### src/rtl/stopwatch_buttons.sv
// Button front end for the stopwatch timer: sync, debounce, edge-detect.
// Clear beats start/stop; also shadows the timer run state.
module stopwatch_buttons #(
    parameter int DEBOUNCE_CYCLES = 16
) (
    input  logic clk,
    input  logic reset,
    input  logic btn_startstop,
    input  logic btn_clear,
    output logic toggle,
    output logic sw_reset,
    output logic running,
    output logic clear_held
);

    localparam int CW = $clog2(DEBOUNCE_CYCLES + 1);
    localparam logic [CW-1:0] CNT_MAX = CW'(DEBOUNCE_CYCLES - 1);
    localparam int SS  = 0;
    localparam int CLR = 1;

    logic [1:0]    raw;
    logic [1:0]    s1_q;
    logic [1:0]    s2_q;
    logic [1:0]    stable_q;
    logic [1:0]    stable_d;
    logic [1:0]    rise;
    logic [CW-1:0] cnt_q [2];
    logic [CW-1:0] cnt_d [2];
    logic          toggle_q;
    logic          toggle_d;
    logic          sw_reset_q;
    logic          sw_reset_d;
    logic          running_q;
    logic          running_d;
    logic          clear_held_q;

    assign raw = {btn_clear, btn_startstop};

    // Debounce: accept a level only after it differs from stable for D edges
    always_comb begin
        for (int i = 0; i < 2; i++) begin
            stable_d[i] = stable_q[i];
            cnt_d[i]    = '0;
            if (s2_q[i] == stable_q[i]) begin
                cnt_d[i] = '0;
            end else if (cnt_q[i] == CNT_MAX) begin
                stable_d[i] = s2_q[i];
            end else begin
                cnt_d[i] = cnt_q[i] + CW'(1);
            end
        end
    end

    assign rise = stable_d & ~stable_q;

    // Arbitrate pulses; a held clear also blocks toggles
    always_comb begin
        sw_reset_d = rise[CLR];
        toggle_d   = rise[SS] & ~stable_d[CLR];
        running_d  = running_q;
        if (sw_reset_q) begin
            running_d = 1'b0;
        end else if (toggle_q) begin
            running_d = ~running_q;
        end
    end

    // Register all state; reset is synchronous
    always_ff @(posedge clk) begin
        if (reset) begin
            s1_q         <= '0;
            s2_q         <= '0;
            stable_q     <= '0;
            cnt_q        <= '{default: '0};
            toggle_q     <= 1'b0;
            sw_reset_q   <= 1'b0;
            running_q    <= 1'b0;
            clear_held_q <= 1'b0;
        end else begin
            s1_q         <= raw;
            s2_q         <= s1_q;
            stable_q     <= stable_d;
            cnt_q        <= cnt_d;
            toggle_q     <= toggle_d;
            sw_reset_q   <= sw_reset_d;
            running_q    <= running_d;
            clear_held_q <= stable_d[CLR];
        end
    end

    assign toggle     = toggle_q;
    assign sw_reset   = sw_reset_q;
    assign running    = running_q;
    assign clear_held = clear_held_q;

endmodule

### config.mk
export PLATFORM = sky130hd
export DESIGN_NAME = stopwatch_buttons
export DESIGN_NICKNAME = d
export VERILOG_FILES = /design/src/rtl/stopwatch_buttons.sv
export SDC_FILE = /design/constraint.sdc
export NUM_CORES = 1
export LEC_CHECK = 0
export ABC_AREA = 1
export BUFFER_PORTS_ARGS = -buffer_cell sky130_fd_sc_hd__buf_2
export CAP_MARGIN = 10
export CELL_PAD_IN_SITES_DETAIL_PLACEMENT = 1
export CELL_PAD_IN_SITES_GLOBAL_PLACEMENT = 1
export CORE_MARGIN = 2
export CORE_UTILIZATION = 38
export CTS_CLUSTER_DIAMETER = 100
export DETAILED_ROUTE_END_ITERATION = 8
export PLACE_DENSITY_LB_ADDON = 0.1
export SYNTH_ARGS = -nofsm -noshare
export SYNTH_HDL_FRONTEND = slang
export SYNTH_SLANG_ARGS = --single-unit
### constraint.sdc
create_clock -name clk -period 2.6 [get_ports clk]
set_input_delay 0.13 -clock clk [delete_from_list [all_inputs] [get_ports clk]]
set_output_delay 0.13 -clock clk [all_outputs]
set_load 0.005 [all_outputs]
==> reports/results.ini <==
[routing]
via_count = 549
first_pass_iters = 2
drt_wl_total_um = 1140
drtAntennaViolNets = 0
drc = 0
vias_per_cell = 4.36
wire_per_inst_um = 9.06
drt_iter0_markers = 3

[sta]
holdWs_ns = 0.0486
finalHoldViolCount = 0
setup_ws_ns = 1.25
worst_slew_pin_slew_ns = 0.229
clock_skew_ns = 0.00179
timing.setup.tns_ns = 0
setup_viol = 0
period_needed_ns = 1.35
fmax_mhz = 740
drv_slew = 0
relSlewSlack = 0.847
fin_crit_sh = 0.520
rsz0062_at_grt = false

[clock_network]
clk_path_buf_depth = 2
numCtsBuffers = 3
ctsResizeCount = 0
cts_tree = done
htree_levels = 1
cts_root_buf = clkbuf_4
cts_hold_buf = 0
post_cts_buffers = 0
clk_pin_slew_ns = 0.10
cts.sinks = 19
clk_latency_ns = 0.28

[place]
dp_hpwl_um = 929
gp_congestion = 0.714
post-place-ws_ns = 1.25
dp_cells = 122
port_buffers = 7

[power]
leakage_nw = 0.355
ir_drop_mv = 0.281
internal_power_mw = 0.360
combPwrFrac = 0.035
p_seq_frac = 0.659
netSwitchingFraction = 0.201
net-switching-power_mw = 0.0905
p_per_area_nw_per_um2 = 527
p_total_mw = 0.450
clockPowerShare = 0.306

[status]
status = finished clean

[floorplan]
dieHeight_um = 49.0
ios = 8
die_w_um = 49.0
placementRows = 16
die_area_um2 = 2400
core_area_um2 = 1940
start_util = 0.397

[yosys]
synth_nets = 97
yosysWarnings = 0
synth.mux.area_fraction = 0
synth_top_family_by_area = simple AND/OR/NAND/NOR gates
syn_area_per_cell_um2 = 8.66
ys_types = 17
netlist_area_um2 = 771
synth_compound_area_frac = 0.0244
synthCells = 89
yosysSeqAreaShare = 0.494
synth_xor_xnor_area_share = 0.0227
synth-seq-cells = 19
synthSimpleGateAreaFrac = 0.307
synth_adder_area_share = 0.0649

[layout]
final_common_cell = dfxtp_1
multi_input_area_um2 = 323
final_cells = 126
final_cell_mix = 19 x dfxtp_1, 17 x nor2_1, 15 x inv_1
diodes = 0
syn_to_final_growth_pct = 10.9
nFillCells = 253
drive_above_1_share = 0.202
nets = 108
seq_area_um2 = 380

[worst_hold_path]
min_path_type = input pin to flop

[critical_path]
setup.worst_path.class = flop to flop
reg2reg_slack_ns = 1.25
cp-end-kind = flop
crit_arrival_ns = 1.58
cp_data_required_time_ns = 2.83
crit_fanout = 4
cp-start-kind = flop

[grt]
grt.total_usage = 0.116
grt_first_pass_wirelength_um = 2130
grt_max_degree = 11
grt_pass1_vias = 548
antenna_found_initial = 0
grt-ovfl-total = 0

[run]
max_cap_viol_count = 0

## metrics by stage
step                       util  cell area [µm²]
after floorplan               -              771
after global placement    0.427              828
after detailed placement  0.427              828
after CTS                 0.440              855
after global routing      0.440              855
final                     0.440              855
## registers in the layout (all words and copies together) (netlist names)
register,count
cnt_q,10
s1_q,2
s2_q,2
stable_q,2
running,1
sw_reset,1
toggle,1
## kinds of logic after synthesis
logic type | Yosys count
AOI/OAI and AO/OA | 3
xor gates and xnor gates | 2
adders and majority gates | 4
buffers and inverters | 16
DFF | 19
and+or+nand+nor | 45
## final cells by class
| class | instances | area share |
|---|---|---|
| clock buffers | 4 | 0.0307 |
| well taps | 27 | 0.0395 |
| multi-input cells | 54 | 0.378 |
| flip-flops and latches | 19 | 0.445 |
| inverters | 15 | 0.0659 |
| repair buffers | 7 | 0.0410 |
## cell usage after synthesis, drive strengths merged
cell type	n	area [µm²]
buf	1	11.3
nand4	3	18.8
a21oi	1	5.00
ha	4	50.1
nor2	23	111
dfxtp	19	380
o21ai	2	13.8
nand3	4	45.0
xnor2	2	17.5
and2	1	6.26
nand2	14	55.1
inv	15	56.3
## worst paths after layout
| check | start | to | cells after the start |
|---|---|---|---|
| worst max-delay path | cnt_q[0] | stable_q[1] | 7 |
| worst min-delay path | btn_startstop | s1_q[0] | 3 |
| worst max register to register | cnt_q[0] | stable_q[1] | 7 |
| worst min register to register | s1_q[1] | s2_q[1] | 2 |
## routing by layer
layer,track usage,part of all wire
met5,0,0
met4,0.0571,0.011
met1,0.129,0.47
met3,0.0368,0.025
met2,0.201,0.50
## worst max-delay path, cell delays in order, from the launching register on
cell     delay (ns)
dfxtp_1        0.40
ha_1           0.20
nand2_1        0.06
nor2_1         0.09
ha_1           0.25
nand2_1        0.09
o21ai_2        0.08
and2_1         0.14
## power by group through the flow
| stage | clock network (mW) | logic, mW | registers (mW) |
|---|---|---|---|
| after floorplan | 0 | 0.0136 | 0.303 |
| after global routing | 0.158 | 0.0185 | 0.298 |
| after global placement | 0 | 0.0159 | 0.304 |
| after detailed placement | 0 | 0.0164 | 0.304 |
| final | 0.138 | 0.0158 | 0.297 |
| after CTS | 0.146 | 0.0165 | 0.297 |
Note: power is estimated with default switching activity, not from simulation.
